`src/rtl/frame_scanout.sv`:
```
// frame_scanout: VGA raster timing plus the read side of the filtered frame buffer.
// Build macro SCANOUT_THRESHOLD_EN switches the colour path from grayscale to a THRESH binarizer.
module frame_scanout #(
    parameter int H_ACTIVE   = 640,
    parameter int H_FP       = 16,
    parameter int H_SYNC     = 96,
    parameter int H_BP       = 48,
    parameter int V_ACTIVE   = 480,
    parameter int V_FP       = 10,
    parameter int V_SYNC     = 2,
    parameter int V_BP       = 33,
    parameter int RD_LATENCY = 2,
    parameter int THRESH     = 8
) (
    input  logic        clk,
    input  logic        rst,
    input  logic        buf_valid,
    output logic [18:0] rd_addr,
    input  logic [3:0]  rd_data,
    output logic        frame_read_done,
    output logic        hsync,
    output logic        vsync,
    output logic        blank,
    output logic [3:0]  vga_r,
    output logic [3:0]  vga_g,
    output logic [3:0]  vga_b
);

    localparam int H_TOTAL = H_ACTIVE + H_FP + H_SYNC + H_BP;
    localparam int V_TOTAL = V_ACTIVE + V_FP + V_SYNC + V_BP;
    localparam int HW      = $clog2(H_TOTAL);
    localparam int VW      = $clog2(V_TOTAL);

    localparam logic [HW-1:0] H_ACT = HW'(H_ACTIVE);
    localparam logic [HW-1:0] H_SS  = HW'(H_ACTIVE + H_FP);
    localparam logic [HW-1:0] H_SE  = HW'(H_ACTIVE + H_FP + H_SYNC);
    localparam logic [HW-1:0] H_END = HW'(H_TOTAL - 1);
    localparam logic [VW-1:0] V_ACT = VW'(V_ACTIVE);
    localparam logic [VW-1:0] V_SS  = VW'(V_ACTIVE + V_FP);
    localparam logic [VW-1:0] V_SE  = VW'(V_ACTIVE + V_FP + V_SYNC);
    localparam logic [VW-1:0] V_END = VW'(V_TOTAL - 1);

    localparam logic [18:0] ADDR_LAST = 19'(H_ACTIVE * V_ACTIVE - 1);
    localparam logic [18:0] ADDR_PRE  = 19'(H_ACTIVE * V_ACTIVE - 2);

    if (RD_LATENCY < 1 || RD_LATENCY > 4) begin : g_bad_latency
        $error("frame_scanout: RD_LATENCY must be 1..4");
    end
    if (THRESH < 0 || THRESH > 15) begin : g_bad_thresh
        $error("frame_scanout: THRESH must be 0..15");
    end

    logic [HW-1:0]       h_cnt;
    logic [VW-1:0]       v_cnt;
    logic                show_frame;
    logic                armed;
    logic [RD_LATENCY:0] hs_pipe;
    logic [RD_LATENCY:0] vs_pipe;
    logic [RD_LATENCY:0] bl_pipe;
    logic [3:0]          pix;
    logic [3:0]          pix_in;

    logic active;
    logic raw_hs;
    logic raw_vs;
    logic frame_wrap;
    logic frame_start;

    always_comb begin
        active      = (h_cnt < H_ACT) && (v_cnt < V_ACT);
        raw_hs      = !((h_cnt >= H_SS) && (h_cnt < H_SE));
        raw_vs      = !((v_cnt >= V_SS) && (v_cnt < V_SE));
        frame_wrap  = (h_cnt == H_END) && (v_cnt == V_END);
        frame_start = (h_cnt == '0) && (v_cnt == '0);
    end

    always_comb begin
`ifdef SCANOUT_THRESHOLD_EN
        pix_in = (rd_data >= 4'(THRESH)) ? 4'hF : 4'h0;
`else
        pix_in = rd_data;
`endif
    end

    always_ff @(posedge clk) begin
        if (rst) begin
            h_cnt           <= '0;
            v_cnt           <= '0;
            rd_addr         <= '0;
            frame_read_done <= 1'b0;
            show_frame      <= 1'b0;
            armed           <= 1'b0;
            hs_pipe         <= '1;
            vs_pipe         <= '1;
            bl_pipe         <= '1;
            pix             <= '0;
        end else begin
            if (h_cnt == H_END) begin
                h_cnt <= '0;
                v_cnt <= (v_cnt == V_END) ? '0 : v_cnt + 1'b1;
            end else begin
                h_cnt <= h_cnt + 1'b1;
            end

            // Address advances only on active pixels and saturates, so it simply holds across blanking.
            if (frame_wrap) begin
                rd_addr <= '0;
            end else if (active && rd_addr != ADDR_LAST) begin
                rd_addr <= rd_addr + 19'd1;
            end
            frame_read_done <= active && (rd_addr == ADDR_PRE);

            // The frame right after reset is never shown: armed only becomes set at the first wrap.
            if (frame_wrap) begin
                armed <= 1'b1;
            end
            if (frame_start) begin
                show_frame <= buf_valid && armed;
            end

            hs_pipe <= {hs_pipe[RD_LATENCY-1:0], raw_hs};
            vs_pipe <= {vs_pipe[RD_LATENCY-1:0], raw_vs};
            bl_pipe <= {bl_pipe[RD_LATENCY-1:0], !active};

            // Stage RD_LATENCY-1 holds the blank flag of the pixel whose data is on rd_data now.
            pix <= (show_frame && !bl_pipe[RD_LATENCY-1]) ? pix_in : 4'h0;
        end
    end

    assign hsync = hs_pipe[RD_LATENCY];
    assign vsync = vs_pipe[RD_LATENCY];
    assign blank = bl_pipe[RD_LATENCY];
    assign vga_r = pix;
    assign vga_g = pix;
    assign vga_b = pix;

endmodule

```
`config.mk`:
```
export PLATFORM = sky130hd
export DESIGN_NAME = frame_scanout
export DESIGN_NICKNAME = d
export VERILOG_FILES = /design/src/rtl/frame_scanout.sv
export SDC_FILE = /design/constraint.sdc
export NUM_CORES = 1
export LEC_CHECK = 0
export CAP_MARGIN = 30
export CORE_ASPECT_RATIO = 2
export CORE_MARGIN = 2
export CORE_UTILIZATION = 36
export CTS_BUF_LIST = sky130_fd_sc_hd__clkbuf_2
export DETAILED_ROUTE_END_ITERATION = 10
export PLACE_DENSITY = 0.57
export SYNTH_ARGS = -nofsm -noshare
export SYNTH_HDL_FRONTEND = slang
export SYNTH_SLANG_ARGS = --single-unit
```
`constraint.sdc`:
```
create_clock -name clk -period 1.9 [get_ports clk]
set_input_delay 0.19 -clock clk [delete_from_list [all_inputs] [get_ports clk]]
set_output_delay 0.19 -clock clk [all_outputs]
set_load 0.01 [all_outputs]
```
==> flow_results.org, run 1 <==
** Floorplanning
- The die covers 8320 µm².
- Pin placement for this block handled 42 I/O pins.
- Die Wd :: 65.5 µm
- Die height :: 127 µm
- CORE AREA :: 7320 µm²
- Once the floorplan was initialized, standard cells occupied 37.2% of the core.
- Number of placement rows :: 44

** Synthesis
- For this run, asynchronously set or reset flops after synthesis account for 0%.
- Of the synthesized area, sequential elements account for 40.4%.
- Most used flip-flop cell after synthesis :: dfxtp_1
- Synthesized area divided by synthesized cell count :: 8.48 µm²
- Number of storage elements in the synthesis netlist :: 55
- Instance count of the mapped netlist :: 321
- Counting flops with a built-in enable in the synthesized netlist gives 0.
- The synthesized netlist occupies a cell area of 2720 µm².
- In this run, distinct cell masters in the synthesized netlist total 43.
- Number of warning messages in the yosys log :: 0
- Syn_nets :: 334

** Clock network
- Clock Tree Buf Depth :: 2
- The tree built by TritonCTS fans out to 55 sinks.
- The number of clock buffers added by TritonCTS is 5.
- CTS hold repair buffers :: 0
- TritonCTS built the clock tree.
- CTS placed an instance of clkbuf_2 at the clock tree root.
- At the later pin of the worst-skew pair, clock insertion delay measures 0.46 ns.
- The H-tree generated during clock tree synthesis spans 2 levels.
- Count of buffers added by post-CTS timing repair for setup :: 0
- CTS clk-pin slew, worst paths :: 0.27 ns

** Global route
- Wire length of the first global-routing pass :: 11.6 mm
- Overflow left after global routing :: 0
- The global routing stage identified its most utilized layer as met2.
- Total global routing track utilization :: 18.0%
- Routing usage on met1 :: 17.4%
- For met3 alone, demand over resource in global routing was 2.73%.
- For this run, global-route usage on met2 was measured as 35.4%.
- Via count of the first global-routing pass :: 2418
- Entering global routing, the biggest net connects 26 pins.
- The initial antenna violation count came to 0.

** Timing
- RSZ-0062 raised after global routing :: false
- After routing, the total negative slack on setup checks comes to 0 ns.
- The final count of hold timing violations came to 0.
- The final critical path takes up 97.0% of the cycle.
- Timing would allow up to 542 MHz.
- Worst setup skew after layout :: 0.00540 ns
- The max-slew violation total from the final report came to 0.
- After layout, the minimum clock period comes to 1.84 ns.
- Measured against its own limit, the worst slew margin works out to 76.5%.
- Final count of negative-setup-slack endpoints :: 0
- At the pin with the least slew margin, the transition time is 0.351 ns.

** Layout
- Compared with the post-synthesis result, the final layout area differs by 26.3%.
- Number of nets in the layout :: 392
- Leading cell type in the layout, fill and taps excluded :: dfxtp_1
- Filler Cell Count :: 729
- Number of antenna cells inserted :: 0
- Final Core Density :: 47.0%
- In the final layout, the share of cells above drive strength 1 is 15.5%.
- Most frequent cells in the layout :: dfxtp_1 (48), clkdlybuf4s50_1 (41), buf_4 (33), nor2_1 (28), a21oi_1 (23)

** Place
- HPWL after detailed placement :: 5.49 mm
- Input/output buffers :: 41
- Final estimated routing congestion in global placement :: 0.798

** Pwr
- Power density of the placed cells :: 513 nW/µm²
- The worst-case IR drop observed on VDD is 0.390 mV.
- Leakage power :: 1.22 nW

** Drt
- DRC errors left :: 0
- The detailed router placed 2509 vias in this run.
- Final ANT Viol Nets :: 0
- After detailed routing, the total wire length is 7.07 mm.
- Router iterations before antenna repair :: 4
- After detailed routing, the average wire length per cell comes to 15.0 µm.
- Dividing the detail-routed via count by the number of cells gives 5.32.
- Count of routing violations after the opening detailed-route iteration :: 132

** Setup path
- Crit Path Max Fanout :: 25
- The worst setup path is launched from a flip-flop.
- Data on the critical path is required at its endpoint by 2.32 ns.
- STA classifies the critical path endpoint as a flip-flop.
- Critical path class :: flip-flop to flip-flop
- Crit path DAT :: 2.26 ns

** Status
- The run finished with clean final reports.

** Flow run
- Count of max-cap constraint violations :: 0

** Worst hold path
- HP Class :: primary input to flip-flop
## power breakdown
group / switching [W] / internal [W]
combinational: 0.0000538 / 0.0000563
sequential: 0.0000126 / 0.00117
clock: 0.000381 / 0.0000886
## layout make-up
cell class | instances | area, µm² | share of cell area, %
multi-input combinational | 229 | 1430 | 41.7
sequential | 55 | 1110 | 32.3
timing repair buffer | 76 | 689 | 20.0
tap | 92 | 115 | 3.35
inverter | 12 | 45.0 | 1.31
clock buffer | 5 | 25.0 | 0.728
clock inverter | 3 | 20.0 | 0.582
## sequential cells by signal, summed over array words and instances, names as in the netlist
register,count
v_cnt,10
vs_pipe,3
rd_addr,19
hs_pipe,3
show_frame,1
bl_pipe,3
h_cnt,10
armed,1
vga_b,4
frame_read_done,1
## synth_stat cells (all sizes together), types with 6 or more instances
master,instances,share of area [%]
dfxtp,55,40
nor2,28,3.9
a21oi,23,4.2
nand2,18,2.5
o21ai,18,3.3
nand3,16,2.9
buf,13,3.8
clkbuf,12,1.7
inv,12,1.7
nand4,12,2.8
or4,9,2.5
and3,8,1.8
o31ai,8,2.2
or3,8,1.8
and4,7,2.3
nor2b,7,1.6
a211oi,6,1.7
ha,6,2.8
nor4,6,1.4
xnor2,6,1.9
## per-layer routing
metal  routed length, µm  up-vias
li1                    -     1274
met1                2550     1181
met2                4180       40
met3                 118       14
met4                 216        0
met5                   0        -
## per-stage QoR
stage               total power, W  setup slack (ns)  cell area [µm²]  hold WS, ns  cells
floorplan                  0.00126            0.0475             2720        0.343    321
global placement           0.00131            0.0893             3380        0.393    464
detailed placement         0.00132            0.0399             3380        0.396    464
CTS                        0.00179           0.00796             3420        0.228    472
global route               0.00185           0.00297             3440        0.222    472
finish                     0.00177            0.0564             3440        0.274    472
## critical path, stage by stage, from the launching register on
cell,delay (ns)
dfxtp_1,0.37
and4_1,0.20
or3_1,0.36
buf_6,0.18
or4b_1,0.51
a21oi_1,0.18
## cell families (layout without fill, tap and decap cells)
| group | Yosys count | count (layout) | share of synthesized area [%] |
|---|---|---|---|
| compound gates | 64 | 64 | 14.2 |
| xor+xnor | 10 | 10 | 3.22 |
| simple gates | 144 | 144 | 30.4 |
| buf+inv | 37 | 96 | 7.08 |
| mux | 5 | 5 | 1.84 |
| fa+ha+maj | 6 | 6 | 2.76 |
| flops | 55 | 55 | 40.4 |
## worst paths after layout
check                        startpoint                 endpoint  slack, ns  cells after the start
setup reg to reg  v_cnt[8]$_SDFFE_PP0N_  rd_addr[6]$_SDFFE_PP0P_       0.06                      5
hold / removal               rd_data[1]      vga_b[1]$_SDFF_PP0_       0.27                      2
hold reg to reg   vs_pipe[1]$_SDFF_PP1_    vs_pipe[2]$_SDFF_PP1_       0.45                      1
setup / recovery  v_cnt[8]$_SDFFE_PP0N_  rd_addr[6]$_SDFFE_PP0P_       0.06                      5
## repair_timing
item                       4_1_cts  5_1_grt
gates resized for setup          2        8
hold endpoints to repair         0        0
setup endpoints to repair        2       10
No activity file was read; power rests on OpenSTA's default activity.
==> inputs of run 2 (changes only) <==
HOLD_SLACK_MARGIN = 0.02   (was not set)
PLACE_DENSITY = not set   (was 0.57)
==> flow_results.org, run 2 (synthesis results as in run 1) <==
** Status
- Result of the run :: completed

** Setup path
- Crit path launch type :: flip-flop
- Type of element capturing the critical path :: flip-flop
- Launch point of the worst path :: v_cnt[8]$_SDFFE_PP0N_
- The worst register-to-register path begins at v_cnt[8]$_SDFFE_PP0N_.
- Worst path slowest cell :: or4_1
- Reg2Reg Setup Slack :: 0.04 ns (about the same)
- Traced cell by cell, the critical path runs through and4_1 -> or3_4 -> buf_4 -> or4_1 -> a21oi_1.
- The most critical setup path has its endpoint at rd_addr[13]$_SDFFE_PP0P_.
- Crit path DAT :: 2.29 ns (+0.03 ns)
- Reg-to-reg endpoint :: rd_addr[13]$_SDFFE_PP0P_
- The number of cells on the worst reg-to-reg path came to 5 (unchanged).
- Slowest cell delay on critical path :: 0.50 ns (about the same)
- Critical path class :: flip-flop to flip-flop
- Crit Path Max Fanout :: 6 (-76%)
- The critical path data required time is 2.34 ns (+0.02 ns).

** Place
- Worst-case setup slack after placement :: -0.0847 ns (-0.125 ns)
- Input/output buffers :: 41 (unchanged)
- Cell area reported after detailed placement :: 3440 µm² (+2.0%)
- The routability-driven placement congestion ratio is 0.779 (-2.4%).
- The post-detailed-placement half-perimeter wirelength was 5.63 mm (+2.5%).
- Placed instance count :: 473 (+1.9%)

** Layout
- Number of standard cells in the final layout excluding fillers :: 486 (+3.0%)
- Signed area change from the synthesized netlist to the final layout :: 31.0%
- Layout cell share with drive strength beyond 1 :: 19.8% (+4.3 points)
- The library cell used most frequently in the layout, excluding fill and tap cells, is dfxtp_1.
- The utilization after layout was 48.7% (+1.7 points).
- The final design instance area without fill was 3570 µm² (+3.7%).
- Number of nets in the layout :: 405 (+3.3%)
- Registers with the most flip-flops :: rd_addr (19), h_cnt (10), v_cnt (10)
- More flip-flops sit in one register than any other, and that register is rd_addr.
- Number of flip-flops under the largest register name :: 19 (unchanged)
- Most frequent cells in the layout :: dfxtp_1 (49), buf_4 (46), clkdlybuf4s50_1 (41), nor2_1 (28), a21oi_1 (21)

** Floorplanning
- The height of the die is 127 µm (unchanged).
- Boundary pin count :: 42 (unchanged)
- Die Wd :: 65.5 µm (unchanged)
- The core outline area was 7320 µm² (unchanged).
- Effective utilization at floorplan :: 37.2% (unchanged)
- Number of placement rows :: 44 (unchanged)
- The die outline area came to 8320 µm² (unchanged).

** Timing
- RSZ-0062 raised after global routing :: false
- The slew at the pin closest to its max-slew limit is 0.417 ns (+0.0665 ns).
- Final count of negative-setup-slack endpoints :: 0 (unchanged)
- The maximum frequency from static timing analysis was 539 MHz (-0.62%).
- The fraction of the cycle the final worst path needs is 97.6% (+0.61 points).
- Final hold vios :: 0 (unchanged)
- Normalized max-slew margin :: 72.0% (-4.5 points)
- The post-route clock skew was 0.0167 ns (+0.0113 ns).
- The max-slew violation total from the final report came to 0 (unchanged).
- The final period demand of the worst path is 1.86 ns (+0.0115 ns).
- Final worst hold slack :: 0.234 ns (-0.0404 ns)
- Worst setup margin :: 0.0449 ns (-0.0115 ns)

** Global route
- Maximum number of pins on one net before global-route repair :: 23 (-12%)
- Routing usage on met1 :: 17.0% (-0.42 points)
- Busiest layer in global routing :: met2
- The met3 layer usage reported by global route is 2.55% (-0.18 points).
- The met2 track demand over resource in global routing is 36.6% (+1.2 points).
- The total routing usage reported by global routing is 18.4% (+0.42 points).
- The global-route wire length before repair is 11.9 mm (+2.6%).
- The total congestion overflow after global routing is 0 (unchanged).
- Via count of the first global-routing pass :: 2587 (+7.0%)
- The initial antenna violation count was 1 (+1).

** Clock network
- The register clock-pin slew on the reported worst setup and hold paths is 0.29 ns (+0.02 ns).
- Total clock sinks :: 55 (unchanged)
- Clock Tree Buf Depth :: 2 (unchanged)
- The CTS buffer count is 5 (unchanged).
- Clk Tree Root Cell :: clkbuf_2
- Number of levels the H-tree was split into :: 2 (unchanged)
- Latest clock arrival within the worst-skew pair :: 0.49 ns (+0.03 ns)
- TritonCTS built the clock tree.

** Pwr
- Leakage power :: 1.29 nW (+5.5%)
- Switching power share of the total :: 26.0% (+0.62 points)
- Part of the total power dissipated in sequential elements :: 65.8% (-1.3 points)
- Power density of the placed cells :: 505 nW/µm² (-1.6%)
- The internal power is 0.00133 W (+1.2%).
- Switching pwr :: 0.000468 W (+4.5%)
- The worst voltage drop across the vdd grid came to 0.492 mV (+26%).
- The relative contribution of the clock network to total power is 27.8% (+1.2 points).
- Combinational share of power :: 6.4% (+0.2 points)

** Drt
- Count of routing violations after the opening detailed-route iteration :: 122 (-7.6%)
- The number of iterations in the first detailed-routing pass came to 4 (unchanged).
- The via count normalized by instance count came to 5.41 (+1.7%).
- Final ANT Viol Nets :: 0 (unchanged)
- WL/cell :: 14.9 µm (-0.21%)
- Total wire length :: 7.26 mm (+2.7%)
- The routed via count is 2627 (+4.7%).
- The count of unresolved DRC violations after routing came to 0 (unchanged).

** Flow run
- The count of max-cap constraint violations is 0 (unchanged).

** Worst hold path
- HP Class :: primary input to flip-flop
## run 2: cell types whose count changed in the layout (fill, tap and decap cells not counted), sizes merged
cell and delta:
clkinv -2, clkbuf +1, buf +13, diode +1, inv +1
## run 2: per-stage QoR
step | total power, W | TNS [ns]
4_1_cts | 0.00182 | 0
2_1_floorplan | 0.00126 | 0
3_3_place_gp | 0.00132 | -1.24
5_1_grt | 0.00187 | 0
3_5_place_dp | 0.00132 | -1.27
6_report | 0.00180 | 0
## run 2: how the worst min path moves through the flow
| stage | start | end | slack [ns] | cells after the start |
|---|---|---|---|---|
| after global placement | vs_pipe[0]$_SDFF_PP1_ | vs_pipe[1]$_SDFF_PP1_ | 0.39 | 1 |
| after CTS | rd_data[0] | vga_b[0]$_SDFF_PP0_ | 0.20 | 2 |
| after detailed placement | bl_pipe[0]$_SDFF_PP1_ | bl_pipe[1]$_SDFF_PP1_ | 0.40 | 1 |
| final | rd_data[0] | vga_b[0]$_SDFF_PP0_ | 0.23 | 2 |
| after global routing | rd_data[0] | vga_b[0]$_SDFF_PP0_ | 0.20 | 2 |
| after floorplan | rd_data[0] | vga_b[0]$_SDFF_PP0_ | 0.34 | 1 |
## run 2: layout make-up
cell class	instances	area (µm²)
clock inverter	2	16.3
clock buffer	6	30.0
sequential	55	1110
antenna	1	2.50
multi-input combinational	229	1460
fill	747	3750
tap	92	115
timing repair buffer	89	787
inverter	12	45.0
## run 2: critical path: cells and delay by family, from the launching register on
kind,cells,cell delay (ns)
AO/OA/AOI/OAI,1,0.15
buffers and inverters,1,0.17
flip-flops,1,0.39
AND/OR/NAND/NOR,3,1.10
## run 2: repair_timing
action	CTS	global route
buffers inserted	2	2
resized for setup	3	12
hold buffers	0	0
pin swaps	1	1
setup endpoints to repair	33	26
hold endpoints to repair	0	0
## run 2: power by group through the flow
stage | sequential [W] | clock [W] | combinational [W]
floorplan | 0.00121 | 0 | 0.0000515
global placement | 0.00120 | 0 | 0.000112
detailed placement | 0.00121 | 0 | 0.000113
CTS | 0.00119 | 0.000520 | 0.000114
global route | 0.00119 | 0.000556 | 0.000128
finish | 0.00119 | 0.000500 | 0.000115
## run 2: layer usage
layer / wire (µm) / vias up
met3: 129 / 15
met5: 0 / -
met4: 263 / 0
li1: - / 1303
met1: 2610 / 1271
met2: 4260 / 38
